==> src/rtl/vga_synch_gen.sv <==
// VGA pixel-rate timing: prescaled pixel enable, H/V synch-time counters, sync and display decode.
// Optional FRAME_START output is enabled by defining FRAME_START_EN.
module vga_synch_gen #(
   parameter int unsigned ClkDiv      = 2,
   parameter int unsigned HPulse      = 96,
   parameter int unsigned HBackPorch  = 48,
   parameter int unsigned HDisplay    = 640,
   parameter int unsigned HFrontPorch = 16,
   parameter int unsigned VPulse      = 2,
   parameter int unsigned VBackPorch  = 33,
   parameter int unsigned VDisplay    = 480,
   parameter int unsigned VFrontPorch = 10
) (
   input  logic       CLK,
   input  logic       RESET,
   output logic       PIX_EN,
   output logic [9:0] H_SYNCH_TIME,
   output logic [9:0] V_SYNCH_TIME,
   output logic       HSYNCH,
   output logic       VSYNCH,
   output logic       DISPLAY_ON
`ifdef FRAME_START_EN
   ,
   output logic       FRAME_START
`endif
);

   localparam int unsigned HTotal = HPulse + HBackPorch + HDisplay + HFrontPorch;
   localparam int unsigned VTotal = VPulse + VBackPorch + VDisplay + VFrontPorch;

   localparam logic [3:0]  DivLast   = 4'(ClkDiv - 1);
   localparam logic [9:0]  HLast     = 10'(HTotal - 1);
   localparam logic [9:0]  VLast     = 10'(VTotal - 1);
   // Region bounds are 11 bits so a display window ending at 1024 still fits.
   localparam logic [10:0] HPulseEnd = 11'(HPulse);
   localparam logic [10:0] HDispBeg  = 11'(HPulse + HBackPorch);
   localparam logic [10:0] HDispEnd  = 11'(HPulse + HBackPorch + HDisplay);
   localparam logic [10:0] VPulseEnd = 11'(VPulse);
   localparam logic [10:0] VDispBeg  = 11'(VPulse + VBackPorch);
   localparam logic [10:0] VDispEnd  = 11'(VPulse + VBackPorch + VDisplay);

   logic [3:0]  div_cnt_q, div_cnt_d;
   logic        pix_en_q;
   logic [9:0]  h_q, h_d;
   logic [9:0]  v_q, v_d;
   logic        hsynch_q, vsynch_q, display_on_q;
   logic [10:0] h_ext, v_ext;

   always_comb begin
      div_cnt_d = (div_cnt_q == DivLast) ? 4'd0 : div_cnt_q + 4'd1;
      h_d       = h_q;
      v_d       = v_q;
      if (pix_en_q) begin
         if (h_q == HLast) begin
            h_d = 10'd0;
            v_d = (v_q == VLast) ? 10'd0 : v_q + 10'd1;
         end else begin
            h_d = h_q + 10'd1;
         end
      end
      h_ext = {1'b0, h_d};
      v_ext = {1'b0, v_d};
   end

   // Flags decode the next counter values so they line up with H/V on the outputs.
   always_ff @(posedge CLK) begin
      if (RESET) begin
         div_cnt_q    <= 4'd0;
         pix_en_q     <= (ClkDiv == 1);
         h_q          <= 10'd0;
         v_q          <= 10'd0;
         hsynch_q     <= 1'b0;
         vsynch_q     <= 1'b0;
         display_on_q <= 1'b0;
      end else begin
         div_cnt_q    <= div_cnt_d;
         pix_en_q     <= (div_cnt_d == DivLast);
         h_q          <= h_d;
         v_q          <= v_d;
         hsynch_q     <= (h_ext >= HPulseEnd);
         vsynch_q     <= (v_ext >= VPulseEnd);
         display_on_q <= (h_ext >= HDispBeg) && (h_ext < HDispEnd) &&
                         (v_ext >= VDispBeg) && (v_ext < VDispEnd);
      end
   end

   assign PIX_EN       = pix_en_q;
   assign H_SYNCH_TIME = h_q;
   assign V_SYNCH_TIME = v_q;
   assign HSYNCH       = hsynch_q;
   assign VSYNCH       = vsynch_q;
   assign DISPLAY_ON   = display_on_q;

`ifdef FRAME_START_EN
   logic frame_start_q;

   // Only a genuine wrap from the last position pulses; the reset-induced (0,0) does not.
   always_ff @(posedge CLK) begin
      if (RESET) begin
         frame_start_q <= 1'b0;
      end else begin
         frame_start_q <= pix_en_q && (h_q == HLast) && (v_q == VLast);
      end
   end

   assign FRAME_START = frame_start_q;
`endif

endmodule

==> config.mk <==
export PLATFORM = sky130hd
export DESIGN_NAME = vga_synch_gen
export DESIGN_NICKNAME = d
export VERILOG_FILES = /design/src/rtl/vga_synch_gen.sv
export SDC_FILE = /design/constraint.sdc
export NUM_CORES = 1
export LEC_CHECK = 0
export CELL_PAD_IN_SITES_DETAIL_PLACEMENT = 0
export CELL_PAD_IN_SITES_GLOBAL_PLACEMENT = 1
export CORE_ASPECT_RATIO = 1.75
export CORE_MARGIN = 4
export CORE_UTILIZATION = 45
export CTS_BUF_LIST = sky130_fd_sc_hd__clkbuf_2 sky130_fd_sc_hd__clkbuf_4 sky130_fd_sc_hd__clkbuf_8
export CTS_CLUSTER_SIZE = 20
export DETAILED_ROUTE_END_ITERATION = 12
export PLACE_DENSITY = 0.93
export SYNTH_ARGS = -nofsm -noshare
export SYNTH_HDL_FRONTEND = slang
export SYNTH_SLANG_ARGS = --single-unit
==> constraint.sdc <==
create_clock -name CLK -period 7.1 [get_ports CLK]
set_clock_uncertainty 0.2 [all_clocks]
set_input_delay 1.065 -clock CLK [delete_from_list [all_inputs] [get_ports CLK]]
set_output_delay 1.065 -clock CLK [all_outputs]
set_load 0.02 [all_outputs]
# After elaboration in Yosys (flattened, before gate mapping)
# Cells that the tools add are included.
[word_totals] register_bits=28 inputBits=2
[op_classes] add_sub_neg=3 order_cmp=6 eq_ne=4 mux=6 reduce_logical=3
[ops] cell="$mux 10" count=5
[ops] cell="$add 10x1->10 const B" count=2
[ops] cell="$eq 10x10->1 const B" count=2
[ops] cell="$lt 10x10->1 const B" count=2
[ops] cell="$ge 10x2->1 const B" count=1
[ops] cell="$ge 10x6->1 const B" count=1
[ops] cell="$ge 10x7->1 const B" count=1
[ops] cell="$ge 10x8->1 const B" count=1
[ops] cell="$eq 4x1->1 const B" count=2
[ops] cell="$add 4x1->4 const B" count=1
[ops] cell="$mux 4" count=1
[ops] cell="$logic_and 1x1->1" count=3

# Depth between registers and ports, before layout
[depth] depth_word=7 depth_mapped=8

# Least setup slack after synthesis
# OpenSTA, ideal clock, no wires.
[synth_timing] kind="reg-to-reg" start="reg h_q[9] (netlist: H_SYNCH_TIME[9])" end="reg display_on_q (netlist: DISPLAY_ON)" arrival_ns=2.532 slack_ns=4.246 path_stages_with_launch=9 n_path_buf=2 path_cell_list="dfxtp_1 -> buf_2 -> or4b_4 -> buf_6 -> nor4_1 -> mux2i_1 -> nor4b_1 -> a311oi_2 -> a2bb2oi_2"
[synth_via] elab_chain_len=7 elab_cells_between_ends=13
[synth_rtl] element="from (decl)" line="44" text="logic [9:0] h_q, h_d;"
[synth_rtl] element="from (signal assigned)" line="70" text="h_q <= 10'd0;"
[synth_rtl] element="from (signal assigned)" line="78" text="h_q <= h_d;"
[synth_rtl] element="$add 10x1->10 or $eq 10x10->1 (tied branches)" line="58, 54"
[synth_rtl] element="$mux 10" line="54" text="if (h_q == HLast) begin"
[synth_rtl] element="$mux 10" line="53" text="if (pix_en_q) begin"
[synth_rtl] element="$ge 10x8->1 or $lt 10x10->1 (tied branches)" line="82" text="display_on_q <= (h_ext >= HDispBeg) && (h_ext < HDispEnd) &&"
[synth_rtl] element="$logic_and 1x1->1 (2 in series)" line="82"
[synth_rtl] element="$logic_and 1x1->1 (*)" line="83" text="(v_ext >= VDispBeg) && (v_ext < VDispEnd);"
[synth_rtl] element="to (signal assigned)" line="82"
[synth_rtl] element="to (decl)" line="46" text="logic hsynch_q, vsynch_q, display_on_q;"
# Mark *: on every way between the ends. The rest lies on a longest branch, timed or not.
# A chain may end at the register's enable or synchronous reset.

# Worst setup path in the final report
[layout_timing] start="reg h_q[5] (netlist: H_SYNCH_TIME[5])" end="reg display_on_q (netlist: DISPLAY_ON)"
# Same word-level chain as after synthesis.

==> results.cfg <==
[layout]
antenna_cells = 0
fin_util_pct = 54.7
fin_nets = 217
nFillCells = 365
layout_common_cells = dfxtp_1, clkdlybuf4s50_1, nor2_1
final-instance-count-excl-fill = 257
drive_above_1_share_pct = 8.53
final_common_cell = dfxtp_1
area_growth_pct = 18.1

[sta]
hold_violations = 0
fmaxAchievable_mhz = 331
fin_crit_sh_pct = 42.5
tightestPinTransition_ps = 979
report.final.slew_viol_count = 0
setup_viol = 0
relSlewSlack_pct = 34.5
period_needed_ps = 3020
tns_ps = 0
rsz0062_at_grt = no

[worst_setup_path]
critPathMaxFanout = 12
slowest_stage = or4b_4
start_kind = flop
required_ps = 7070
cp_cell_sequence = or4b_4, nor4_1, mux2i_1, nor4b_1, a311oi_2, a2bb2oi_2
worstPathArrival_ps = 2990
critical_path.endpoint_type = flop
critPathKind = reg2reg
critPathMaxStageDelay_ps = 660

[power]
p_sw_w = 0.0000620
switching_share_pct = 20.6
p_clk_share_pct = 42.2
p_int_w = 0.000240
p_per_area_nw_per_um2 = 152
ir_worst_vdd_v = 0.000101
p_seq_share_pct = 54.0
totalPowerFinal_w = 0.000302
p_leak_nw = 0.638
p_comb_share_pct = 3.9

[synth]
syn_area_per_cell_um2 = 8.57
ys_ff_latch = 28
synthFlopType = dfxtp_1
synth_edf_count = 0
synth_fp_nets = 201
async_flop_share_pct = 0
synth_cells = 196
yosysWarningCount = 0
synth.distinct_cells = 55
syn_area_um2 = 1680
ys_seq_area_share_pct = 33.4

[route]
drt_iter0_markers = 18
drc = 0
route.vias.total = 1526
wl_per_cell_um = 14.8
vias_per_cell = 5.94
drt.antenna.violating_nets = 0
firstDrtPassIters = 4
finalWirelength_um = 3800

[clocking]
cts_tree = done
clk_path_buf_depth = 2
holdBufCountCts = 0
path_clk_slew_ps = 100
cts_sinks = 28
h-tree-depth = 1
ctsRootBufferMaster = clkbuf_8
cts_resized = 0
postCtsSetupBuffers = 0
clk_latency_ps = 280
cts_buffers = 3

[die]
ios = 26
start_util_pct = 46.3
fp.dieH_um = 88.8
die_area_um2 = 4810
die_w_um = 54.2
core.rowCount = 29
coreArea_um2 = 3630

[placed_design]
place_inst = 253
port_buffers = 25
routabilityCongestion = 0.829
hpwl_um = 2800

[worst_hold_path]
hold_path_class = reg2reg

[status]
status = complete, no violations

[global_route]
grt_usage_pct = 17.8
antenna_found_initial = 0
grt_max_degree = 29
overflow = 0
grt_pass1_vias = 1468
grt_pass1_wl_um = 6420

[job]
drv_cap = 0
routing by layer:
metal	part of all wire, %	routed length, um	vias up	global-route usage [%]
met1	39	1500	725	19.5
met3	2.7	101	10	2.19
met4	2.7	103	0	9.07
li1	-	-	759	-
met5	0	0	-	0
met2	55	2090	32	31.8
cell type report:
type                    instances  area [um2]  area share, %
clock buffers                   3        41.3           2.08
inverters                       6        22.5           1.13
flip-flops and latches         28         561           28.2
well taps                      46        57.6           2.90
clock inverters                 1        30.0           1.51
multi-input cells             148        1020           51.5
repair buffers                 25         250           12.6
cells by family after synthesis:
logic type               count (synthesis)  share of synthesized area [%]
XOR/XNOR                                13                           6.78
flip-flops                              28                           33.4
AND/OR/NAND/NOR                         88                           31.4
buffers and inverters                   20                           5.81
adder cells (fa/ha/maj)                  3                           2.23
AO/OA/AOI/OAI                           41                           18.5
multiplexers                             3                           1.86
synthesized netlist by cell type (4+ instances only):
master     n  area share [%]
xnor2_1    5             2.6
clkbuf_1   6             1.3
inv_1      6             1.3
xor2_1     8             4.2
and4_1     4             2.1
nand4_1    5             1.9
nor2_1    23             5.1
o21ai_0    4             1.2
a21oi_1    9             2.7
nand2_1   13             2.9
nor3_1    13             3.9
dfxtp_1   28              33
nand3_1    8             2.4
sequential cells by signal, summed over array words and instances (netlist names):
| name | flops |
|---|---|
| H_SYNCH_TIME | 10 |
| V_SYNCH_TIME | 10 |
| div_cnt_q | 4 |
| DISPLAY_ON | 1 |
| HSYNCH | 1 |
| PIX_EN | 1 |
| VSYNCH | 1 |
per-stage QoR:
step / hold slack (ps) / worst slack [ps] / cell area, um2
2_1_floorplan: 236 / 4250 / 1680
3_3_place_gp: 255 / 4000 / 1910
3_5_place_dp: 257 / 4000 / 1910
4_1_cts: 277 / 4080 / 1980
5_1_grt: 293 / 3880 / 1980
6_report: 274 / 4080 / 1980
power by group through the flow:
stage / Clock (W) / Combinational, W / Sequential (W)
2_1_floorplan: 0 / 0.00000637 / 0.000167
3_3_place_gp: 0 / 0.0000117 / 0.000166
3_5_place_dp: 0 / 0.0000117 / 0.000166
4_1_cts: 0.000129 / 0.0000118 / 0.000163
5_1_grt: 0.000136 / 0.0000127 / 0.000163
6_report: 0.000127 / 0.0000116 / 0.000163
worst paths after layout:
kind,cells after the start,startpoint,endpoint,slack (ps)
setup reg to reg,6,H_SYNCH_TIME[5],DISPLAY_ON,4080
setup / recovery,6,H_SYNCH_TIME[5],DISPLAY_ON,4080
hold reg to reg,1,div_cnt_q[3],PIX_EN,270
hold / removal,1,div_cnt_q[3],PIX_EN,270
worst max-delay path: cells and delay by family, from the launching register on:
family,cells,cell delay (ps)
AOI/OAI and AO/OA,2,400
DFF,1,460
and+or+nand+nor,3,1600
muxes,1,260
Power figures use the tool's default switching activity.
